### src/rtl/uart_loopback_seq.sv
// UART loopback sequencer: sends NUM_BYTES pattern bytes to a tx_module,
// compares what the rx_module returns, counts errors and reports Pass.
//
// Ports:
//   CLK, RST_n            clock, asynchronous active-low reset
//   Start_Sig             level, sampled only while idle
//   Tx_En_Sig, Tx_Data    transmit request and byte to the tx_module
//   Tx_Done_Sig           tx_module completion pulse
//   Rx_Done_Sig, Rx_Data  rx_module byte-valid pulse and byte
//   Busy, Done_Sig, Pass  status, end-of-run pulse, last-run verdict
//   Err_Cnt, Byte_Cnt     saturating error count, bytes completed
//   Timeout_Err           sticky per-run timeout flag
module uart_loopback_seq #(
    parameter int unsigned       DATA_W       = 8,
    parameter int unsigned       NUM_BYTES    = 16,
    parameter int unsigned       PATTERN_MODE = 0,
    parameter logic [DATA_W-1:0] SEED         = 8'h2E,
    parameter logic [DATA_W-1:0] LFSR_TAPS    = 8'hB8,
    parameter int unsigned       TIMEOUT_CYC  = 100000,
    parameter bit                LOOP         = 1'b0
) (
    input  logic              CLK,
    input  logic              RST_n,
    input  logic              Start_Sig,
    output logic              Tx_En_Sig,
    output logic [DATA_W-1:0] Tx_Data,
    input  logic              Tx_Done_Sig,
    input  logic              Rx_Done_Sig,
    input  logic [DATA_W-1:0] Rx_Data,
    output logic              Busy,
    output logic              Done_Sig,
    output logic              Pass,
    output logic [15:0]       Err_Cnt,
    output logic [15:0]       Byte_Cnt,
    output logic              Timeout_Err
);

    typedef enum logic [2:0] {
        S_IDLE, S_LOAD, S_SEND, S_WAIT, S_CHECK, S_FINISH
    } state_t;

    localparam logic [15:0] LAST_BYTE = 16'(NUM_BYTES);
    localparam logic [31:0] TMO_LIM   = 32'(TIMEOUT_CYC - 1);

    state_t            state;
    logic [DATA_W-1:0] pattern;
    logic [DATA_W-1:0] expect_q;
    logic [DATA_W-1:0] rx_byte;
    logic              rx_got;
    logic              tx_done;
    logic              tmo_flag;
    logic [31:0]       tmo_cnt;

    logic        active;
    logic        rx_first;
    logic        rx_spur;
    logic        tmo_now;
    logic        mis;
    logic        err_clr;
    logic [1:0]  inc;
    logic [16:0] err_sum;
    logic [15:0] err_nxt;

    function automatic logic [DATA_W-1:0] next_pat(
        input logic [DATA_W-1:0] p
    );
        if (PATTERN_MODE == 1)
            return p[0] ? ((p >> 1) ^ LFSR_TAPS) : (p >> 1);
        else
            return p + {{(DATA_W-1){1'b0}}, 1'b1};
    endfunction

    // Every rx pulse other than the first one of a byte is an error.
    always_comb begin
        active   = (state == S_SEND) || (state == S_WAIT);
        rx_first = Rx_Done_Sig && active && !rx_got;
        rx_spur  = Rx_Done_Sig && !rx_first;
        tmo_now  = (tmo_cnt >= TMO_LIM) &&
                   (((state == S_SEND) && !Tx_Done_Sig) ||
                    ((state == S_WAIT) && !(tx_done && rx_got)));
        mis      = (state == S_CHECK) && !tmo_flag &&
                   (rx_byte != expect_q);
        err_clr  = ((state == S_IDLE) && Start_Sig) ||
                   ((state == S_FINISH) && LOOP);
        inc      = {1'b0, rx_spur} + {1'b0, tmo_now} + {1'b0, mis};
        err_sum  = (err_clr ? 17'd0 : {1'b0, Err_Cnt}) +
                   {15'd0, inc};
        err_nxt  = err_sum[16] ? 16'hFFFF : err_sum[15:0];
    end

    assign Busy = (state != S_IDLE);

    always_ff @(posedge CLK or negedge RST_n) begin
        if (!RST_n) begin
            state       <= S_IDLE;
            pattern     <= SEED;
            expect_q    <= '0;
            rx_byte     <= '0;
            rx_got      <= 1'b0;
            tx_done     <= 1'b0;
            tmo_flag    <= 1'b0;
            tmo_cnt     <= '0;
            Tx_En_Sig   <= 1'b0;
            Tx_Data     <= '0;
            Done_Sig    <= 1'b0;
            Pass        <= 1'b0;
            Err_Cnt     <= '0;
            Byte_Cnt    <= '0;
            Timeout_Err <= 1'b0;
        end else begin
            Done_Sig <= 1'b0;
            Err_Cnt  <= err_nxt;
            if (rx_first) begin
                rx_got  <= 1'b1;
                rx_byte <= Rx_Data;
            end
            if (active)
                tmo_cnt <= tmo_cnt + 32'd1;
            unique case (state)
                S_IDLE: begin
                    if (Start_Sig) begin
                        Byte_Cnt    <= '0;
                        Pass        <= 1'b0;
                        Timeout_Err <= 1'b0;
                        pattern     <= SEED;
                        state       <= S_LOAD;
                    end
                end
                S_LOAD: begin
                    Tx_Data   <= pattern;
                    expect_q  <= pattern;
                    rx_got    <= 1'b0;
                    tx_done   <= 1'b0;
                    tmo_flag  <= 1'b0;
                    tmo_cnt   <= '0;
                    Tx_En_Sig <= 1'b1;
                    state     <= S_SEND;
                end
                S_SEND: begin
                    if (Tx_Done_Sig) begin
                        Tx_En_Sig <= 1'b0;
                        tx_done   <= 1'b1;
                        state     <= S_WAIT;
                    end else if (tmo_now) begin
                        Tx_En_Sig   <= 1'b0;
                        tmo_flag    <= 1'b1;
                        Timeout_Err <= 1'b1;
                        state       <= S_CHECK;
                    end
                end
                S_WAIT: begin
                    if (tx_done && rx_got) begin
                        state <= S_CHECK;
                    end else if (tmo_now) begin
                        tmo_flag    <= 1'b1;
                        Timeout_Err <= 1'b1;
                        state       <= S_CHECK;
                    end
                end
                S_CHECK: begin
                    Byte_Cnt <= Byte_Cnt + 16'd1;
                    pattern  <= next_pat(pattern);
                    if (Byte_Cnt + 16'd1 == LAST_BYTE)
                        state <= S_FINISH;
                    else
                        state <= S_LOAD;
                end
                S_FINISH: begin
                    Done_Sig <= 1'b1;
                    Pass     <= (Err_Cnt == 16'd0) && (inc == 2'd0);
                    if (LOOP) begin
                        Byte_Cnt    <= '0;
                        Timeout_Err <= 1'b0;
                        pattern     <= SEED;
                        state       <= S_LOAD;
                    end else begin
                        state <= S_IDLE;
                    end
                end
                default: state <= S_IDLE;
            endcase
        end
    end

endmodule

### config.mk
export PLATFORM = sky130hd
export DESIGN_NAME = uart_loopback_seq
export DESIGN_NICKNAME = d
export VERILOG_FILES = /design/src/rtl/uart_loopback_seq.sv
export SDC_FILE = /design/constraint.sdc
export NUM_CORES = 1
export LEC_CHECK = 0
export BUFFER_PORTS_ARGS = -buffer_cell sky130_fd_sc_hd__buf_4
export CORE_MARGIN = 3
export CORE_UTILIZATION = 35
export CTS_CLUSTER_DIAMETER = 80
export DETAILED_ROUTE_END_ITERATION = 10
export PLACE_DENSITY = 0.52
export SYNTH_ARGS = -nofsm -noshare
export SYNTH_HDL_FRONTEND = slang
export SYNTH_SLANG_ARGS = --single-unit
### constraint.sdc
create_clock -name CLK -period 5.1 [get_ports CLK]
set_input_delay 0.255 -clock CLK [delete_from_list [all_inputs] [get_ports CLK]]
set_output_delay 0.255 -clock CLK [all_outputs]
set_load 0.02 [all_outputs]
Yosys cells after proc, flatten, opt, wreduce, memory -nomap -nowiden
Index checks and enable logic that the tools add are counted.

Shifts and indexed selects: 0. Bitwise gates (word level): 0. Div/mod/pow operators: 0. Multipliers: 0. Muxes and demuxes: 32. Eq/ne operators: 12. Add/subtract/negate cells: 6. Order comparisons: 1. Reduce and logical (&&, ||, !) cells: 35.

Operators with widths (count): $mux 32 (2); $mux 16 (3); $add 32x1->32 const B (1); $ge 32x17->1 const B (1); $pmux 16 s2 (1); $add 16x2->17 (1); $add 16x1->16 const B (1); $eq 16x5->1 const B (1); $logic_not 16->1 (1); $pmux 8 s2 (1); $mux 3 (5); $pmux 3 s5 (1); $mux 1 (13); $logic_and 1x1->1 (11); $reduce_bool 2->1 (5); $reduce_bool 3->1 (3); $add 8x1->8 const B (1); $mux 8 (1); $ne 2x2->1 const B (4); $ne 8x8->1 (1); $reduce_and 2->1 (4); $eq 3x2->1 const B (2); $eq 3x3->1 const B (2); $pmux 1 s2 (3); 11 further kinds (17).

Output and inout port bits: 45. Bits in read-only memories: 0. Bits in latches: 0. Input port bits: 13. Register bits after elaboration: 98. Memories kept: 0. Memory bits (writable): 0.

Longest topological paths before layout
Gate-level depths: netlist of the first run.

Word-level depth: 11. Mapped depth: 15. Depth with buffers taken out: 14.

Worst setup path before layout of the first run
No wires, ideal clock.

Kind: register to register. From: register state[1]. To: register Err_Cnt[3]. Arrival time: 3.550 ns. Period minus slack after synthesis: 3.638 ns. Path buffers: 2. Path slack: 1.462 ns. Cell stages (with the launch flop): 16. Path through: dfrtp_1 buf_6 inv_1 nor2_1 nand2_1 nor2_1 nor2b_1 fa_1 ha_1 inv_1 fa_1 nor2b_1 or3b_4 or2_4 buf_6 o211ai_1.

Longest elaborated chain between the ends: 10. Elaborated cells on any way between the ends: 21. Those cells by class: add/sub (3); eq/ne (3); mux (2); reduce/logical (13).

Ends and longest elaborated chain: start: declaration (RTL line 45) `state_t state;`; start signal: assignment (RTL line 95) `state <= S_IDLE;`; start signal: assignment (RTL line 126) `state <= S_LOAD;`; start signal: assignment (RTL line 137) `state <= S_SEND;`; $eq 3x2->1, on equally long branches (RTL line 75, 79, 80); $logic_or 1x1->1 (RTL line 75) `active = (state == S_SEND) || (state == S_WAIT);`; $logic_and 1x1->1 (2 in series) (RTL line 76) `rx_first = Rx_Done_Sig && active && !rx_got;`; $logic_not 1->1 (RTL line 77) `rx_spur = Rx_Done_Sig && !rx_first;`; $logic_and 1x1->1 (RTL line 77); $add 1x1->2 (RTL line 85) `inc = {1'b0, rx_spur} + {1'b0, tmo_now} + {1'b0, mis};`; $add 2x1->2 (RTL line 85); $add 16x2->17 (*) (RTL line 86) `err_sum = (err_clr ? 17'd0 : {1'b0, Err_Cnt}) +`; $mux 16 (*) (RTL line 88) `err_nxt = err_sum[16] ? 16'hFFFF : err_sum[15:0];`; net err_nxt[3] (RTL line 62) `logic [15:0] err_nxt;`; end signal: assignment (RTL line 112) `Err_Cnt <= err_nxt;`; end: declaration (RTL line 33) `output logic [15:0] Err_Cnt,`.

The timed path passes the listed nets; every way through them passes the cells marked *. A chain may end at the register's enable or synchronous reset.

Worst setup path after layout of the first run
From: register state[0]. To: register Err_Cnt[7].

The elaborated chain is that of the path after synthesis.

==> results of run 1 <==
## layout make-up
cell class              count  area share, %
clock inverters             6           1.16
flip-flops and latches     98           38.5
multi-input cells         455           44.2
well taps                 211           4.14
repair buffers             64           7.53
inverters                  12          0.706
clock buffers              10           3.75
## kinds of logic after synthesis
group | Yosys count
AO/OA/AOI/OAI | 144
XOR/XNOR | 22
adder cells (fa/ha/maj) | 8
buffers and inverters | 43
flip-flops | 98
multiplexers | 13
AND/OR/NAND/NOR | 268
## power by group through the flow
stage / clock, mW / combinational, mW / sequential (mW)
CTS: 0.756 / 0.981 / 1.13
detailed placement: 0 / 0.975 / 1.14
floorplan: 0 / 0.642 / 1.14
finish: 0.731 / 0.961 / 1.13
global placement: 0 / 0.962 / 1.13
global route: 0.787 / 1.08 / 1.16
## Yosys cell counts, types with 2 or more instances
library cell / instances / area share, %
xor2_1: 12 / 1.9
a211oi_1: 5 / 0.68
buf_1: 2 / 0.14
inv_1: 12 / 0.82
dfstp_2: 4 / 1.9
and3_1: 13 / 1.5
mux2_2: 9 / 1.8
nand4_1: 20 / 2.3
and3_2: 2 / 0.27
or3_1: 3 / 0.34
and2_1: 4 / 0.46
a31oi_1: 10 / 1.1
xnor2_1: 10 / 1.6
nor3b_1: 3 / 0.41
o21ai_0: 58 / 5.3
nor4_1: 16 / 1.8
nor2_1: 34 / 2.3
fa_1: 2 / 0.73
o311ai_0: 4 / 0.64
nor4_4: 2 / 0.78
nand2_1: 97 / 6.6
and4_1: 2 / 0.32
nand3_2: 2 / 0.36
buf_6: 6 / 1.2
nor3_1: 14 / 1.3
a21oi_1: 23 / 2.1
o31ai_1: 7 / 0.96
nand2b_1: 6 / 0.68
a41oi_1: 4 / 0.64
ha_1: 6 / 1.4
nor2b_1: 3 / 0.34
or4_1: 4 / 0.55
o21bai_1: 3 / 0.41
nand3_1: 26 / 2.4
dfrtp_1: 94 / 43
o22ai_1: 4 / 0.46
a22o_1: 3 / 0.48
mux2i_1: 4 / 0.73
o211ai_1: 5 / 0.68
clkbuf_1: 14 / 0.96
buf_2: 7 / 0.64
o21ai_2: 6 / 0.96
## registers in the layout, summed over array words and instances, names as in the netlist, 3 cells and up
signal,count
expect_q,8
Err_Cnt,16
Byte_Cnt,16
state,3
rx_byte,8
tmo_cnt,32
pattern,8
## critical path: cells and delay by family, from the launching register on
kind / cells / cell delay, ns
AO/OA/AOI/OAI: 2 / 0.53
flip-flops: 1 / 0.54
AND/OR/NAND/NOR: 4 / 1.91
buffers and inverters: 1 / 0.06
adder cells (fa/ha/maj): 3 / 0.87
## layer usage
| metal | share of wire, % | vias to the layer above | wire length [microns] | track usage, % |
|---|---|---|---|---|
| met3 | 3.8 | 12 | 535 | 3.87 |
| li1 | - | 2262 | - | - |
| met4 | 1.1 | 0 | 154 | 4.55 |
| met2 | 51 | 95 | 7230 | 28.7 |
| met1 | 44 | 2273 | 6310 | 22.1 |
| met5 | 0 | - | 0 | 0 |
## how the worst max path moves through the flow
stage	start	to	slack [ns]	cells past startpoint
finish	state[0]	Err_Cnt[7]	1.07	10
global route	state[1]	Err_Cnt[7]	0.70	14
CTS	state[0]	Err_Cnt[7]	1.02	10
detailed placement	state[0]	Err_Cnt[7]	1.03	10
global placement	state[0]	Err_Cnt[7]	1.15	10
floorplan	state[1]	Err_Cnt[3]	1.46	15
==> metrics, run 1 <==
Vias 4,642; # port buffers 57; post-layout instance area about 0.0064 sq mm; status finished with violations; Pleak roughly 2.8 nW; cell count after synthesis between 500 and 600; hold_buf cts 0; CTS buffer count 9; CTS Buffer Depth 2; Seq cells post-synth 98; initial core utilization a little over a third; unique cell type count in the Yosys netlist 73; pin count of the biggest net entering global routing 59; initial antenna violation count 0; die area around 0.017 sq mm; die width approximately 130 microns; Worst Setup Start Kind flip-flop; CP dominant cell by count fa_1; DP Area between 0.006 and 0.007 sq mm; share of synthesized area spent on multiplexers roughly 2.6%; Avg WL per Cell between 15 and 20 microns; Critical Path End Type flip-flop; multi-input logic area 0.00282 sq mm; diodes inserted 0; DRC 0; Initial DRC Count between 200 and 300; Power Total around 2.8 mW; CP required between 5 and 6 ns; TNS Setup 0 ns; Core ar. about 0.015 sq mm; non-filler cells, final around 860; crit path DAT about 4.3 ns; RSZ-0062 raised after global routing no; Post-Synth XOR/XNOR Area ~3.5%; Die H roughly 130 microns; H-tree depth 3; Crit Reg-Reg Endpoint Err_Cnt[7]; final worst slack between 1 and 1.5 ns; complex-gate fraction of the synthesized area about 16%; fin. max-slew vios 0; Reg clk slew, reported paths 0.07 ns; fillcell total 1,542; remaining antenna violation count after routing 0; clock root cell clkbuf_16; Power Density 442 mW/mm^2; Post-Synth Simple-Gate Area 26.6%; first-pass iteration count of the detailed router 5; post-synthesis adder-cell area fraction under 10%; global-route wire length before repair 24,200 microns; Final Core Density 41.8%; minimum clock period 4.03 ns; most frequent cells in the layout nand2_1, dfrtp_1, buf_4; syn_area_per_cell roughly 9 sq um; final hold vios 57; sw power 1.11 mW; GRT Util Overall about 17%; Setup WS pre-CTS 1.03 ns; Register Area between 0.002 and 0.0025 sq mm; post-CTS sizing 0; Internal approximately 1.7 mW; critical-path cell list or3b_2 -> a211oi_1 -> fa_1 -> ha_1 -> inv_1 -> fa_1 -> nor2b_1 -> or3b_4 -> or2_4 -> o311ai_0; EDFF count, synth 0; cells on worst reg2reg path 10; period utilisation layout between 70% and 80%; synth warn 0; failing checks hold timing; most common cell after layout, fill and taps aside nand2_1; slowest CP cell or3b_2; sequential group share of total power between 40% and 50%; Worst-Skew Late Latency around 0.36 ns; GRT overflow 0; Switching Share between 30% and 40%; via/cell ratio about 5.4; Inst Count DP between 800 and 900; crit path kind reg2reg; register area share after synthesis 44.8%; area of the mapped netlist around 0.0055 sq mm; Critical R2R Launch state[0]; critical-path maximum fanout 23; Async SR Flop Fraction 100%; CTS tree yes; CTS sink count 98; Comb pwr share 34.1%; vias in the first global route approximately 4,600; Worst Tran Pin Value approximately 1.3 ns; P&R area growth vs syn 16.3%; fraction of layout cells with a size suffix above 1 about a fifth; peak supply drop about 200 uV; Placer Congestion just under 0.8; Top Ports slightly below 60; ys flop type dfrtp_1; Max-Cap Viols 0; Setup Skew 0.00898 ns; final wirelength about 14,000 microns; Reg2Reg Setup Slack roughly 1.1 ns; Final setup viols 0; # rows 45; CP peak stage delay a little under 0.8 ns; Final nets 661; setup bufs post-CTS 0; DP HPWL between 9000 and 10,000 microns; clock network power share 25.9%; Achievable Freq 248 MHz; Synth Net Count between 600 and 700; largest family of logic cells by synthesized area simple AND/OR/NAND/NOR gates; relative slew slack between 10% and 20%; WHS -0.0233 ns; HP Class in2async
(Power assumes the default switching activity.)
==> run 2: changes to the inputs <==
- clock period: 5.1 -> 3.9 ns (I/O delays scaled with it)
==> run 2 against run 1 <==
Effect of this change:
- the run still ends with hold timing left
- final area grew 0.80%
- first-iteration DRC count grew 5.9%
- hold slack lost 0.0083 ns
- sequential power grew 28%
- highest routed layer unchanged
==> metrics, run 2 (synthesis results as in run 1) <==
pin count of the biggest net entering global routing 69 (+17%); crit path kind reg2reg; Top Ports 58 (unchanged); CTS Buffer Depth 2 (unchanged); Final nets 668 (+1.1%); initial core utilization 35.9% (unchanged); GRT Util Overall 16.8% (-0.17 points); DRC 0 (unchanged); Setup Skew 0.00790 ns (-0.00107 ns); TNS Setup 0 ns (unchanged); clock root cell clkbuf_16; CTS tree yes; first-pass iteration count of the detailed router 4 (-1); peak supply drop 286 uV (+42%); die width 131 microns (unchanged); final hold vios 32 (-44%); hold_buf cts 0 (unchanged); most common cell after layout, fill and taps aside nand2_1; Final Core Density 42.2% (+0.34 points); vias in the first global route 4,627 (+0.11%); Top Registers tmo_cnt: 32 flops, Byte_Cnt: 16 flops, Err_Cnt: 16 flops; Final setup viols 0 (unchanged); Core ar. 0.0153 sq mm (unchanged); register with the most flip-flops tmo_cnt; initial antenna violation count 0 (unchanged); Pleak 2.82 nW (+1.2%); via/cell ratio 5.43 (about the same); WHS -0.0316 ns (-0.00825 ns); CTS sink count 98 (unchanged); crit path DAT 3.89 ns (-0.39 ns); failing checks hold timing; Die H 131 microns (unchanged); Critical Path End Type flip-flop; Max-Cap Viols 0 (unchanged); setup bufs post-CTS 0 (unchanged); fin. max-slew vios 0 (unchanged); Achievable Freq 274 MHz (+10%); critical-path maximum fanout 14 (-39%); most frequent cells in the layout nand2_1, dfrtp_1, buf_4; H-tree depth 3 (unchanged); RSZ-0062 raised after global routing no; max reg flops 32 (unchanged); HP Class in2async; diodes inserted 0 (unchanged); Worst Setup Start Kind flip-flop; CP required 4.13 ns (-1.21 ns); fillcell total 1,494 (-3.1%); relative slew slack 39.7% (+23 points); Vias 4,678 (+0.78%); Worst Tran Pin Value 0.901 ns (-0.352 ns); Placer Congestion 0.802 (+1.1%); P&R area growth vs syn 17.3%; DP HPWL 9740 microns (+0.31%); global-route wire length before repair 24,200 microns (+0.20%); die area 0.0172 sq mm (unchanged); status finished with violations; period utilisation layout 93.7% (+15 points); Avg WL per Cell 16.4 microns (-1.5%); Power Density 574 mW/mm^2 (+30%); Reg clk slew, reported paths 0.07 ns (about the same); GRT overflow 0 (unchanged); CTS buffer count 9 (unchanged); remaining antenna violation count after routing 0 (unchanged); minimum clock period 3.65 ns (-0.379 ns); fraction of layout cells with a size suffix above 1 19.5% (+0.75 points); # port buffers 57 (unchanged); # rows 45 (unchanged); Initial DRC Count 307 (+5.9%); Worst-Skew Late Latency 0.35 ns (about the same); final wirelength 14,100 microns (-0.78%)
[run 2: timing repair]
action                                  4_1_cts  5_1_grt
endpoints found under the setup margin        0        1
endpoints found under the hold margin         0        0
gates resized for setup                       0        1
[run 2: metal layers]
layer	share of wire (%)	track usage, %
met5	0	0
met4	1.8	5.43
met3	2.0	2.49
met2	49	28.0
met1	47	22.7
[run 2: area by class of cell]
class | count | area (sq um) | area share [%]
Multi-Input combinational cell | 455 | 2830 | 44.0
Sequential cell | 98 | 2460 | 38.2
Timing Repair Buffer | 71 | 533 | 8.29
Clock buffer | 13 | 270 | 4.20
Tap cell | 211 | 264 | 4.10
Inverter | 12 | 45.0 | 0.700
Clock inverter | 2 | 35.0 | 0.545
[run 2: per-stage QoR]
| stage | power (mW) | worst slack (ns) | instances | cell area (sq um) | hold WS, ns |
|---|---|---|---|---|---|
| global route | 3.97 | 0.0198 | 862 | 6430 | 0.0439 |
| CTS | 3.74 | 0.218 | 862 | 6430 | 0.00603 |
| detailed placement | 2.79 | 0.221 | 847 | 6120 | 0.383 |
| floorplan | 2.34 | 0.262 | 596 | 5490 | -0.101 |
| finish | 3.69 | 0.247 | 862 | 6430 | -0.0316 |
| global placement | 2.77 | 0.281 | 847 | 6120 | 0.384 |
[run 2: report_power, final]
part	switching [mW]	internal [mW]	leakage, nW	total [mW]
Sequential	0.223	1.22	1.30	1.45
Combinational	0.809	0.501	1.37	1.31
Clock	0.390	0.546	0.152	0.936
[run 2: path summary, 6_finish.rpt]
| check | from | end | slack, ns | cells past startpoint |
|---|---|---|---|---|
| setup / recovery | tmo_cnt[26] | Err_Cnt[7] | 0.25 | 11 |
| hold / removal | RST_n | tmo_cnt[25] | -0.03 | 1 |
| setup reg to reg | tmo_cnt[26] | Err_Cnt[7] | 0.25 | 11 |
| hold reg to reg | pattern[7] | pattern[7] | 0.49 | 1 |
| max in group asynchronous | RST_n | pattern[5] | 2.94 | 2 |
| min in group CLK | Rx_Data[2] | rx_byte[2] | 0.08 | 2 |
[run 2: critical path, stage by stage, from the launching register on]
cell      delay, ns
dfrtp_1        0.44
nor4_2         0.32
nand4_1        0.24
o31a_1         0.34
fa_1           0.52
ha_1           0.18
inv_1          0.05
fa_1           0.39
nor2b_1        0.16
or3b_4         0.43
or2_4          0.36
o311ai_0       0.11
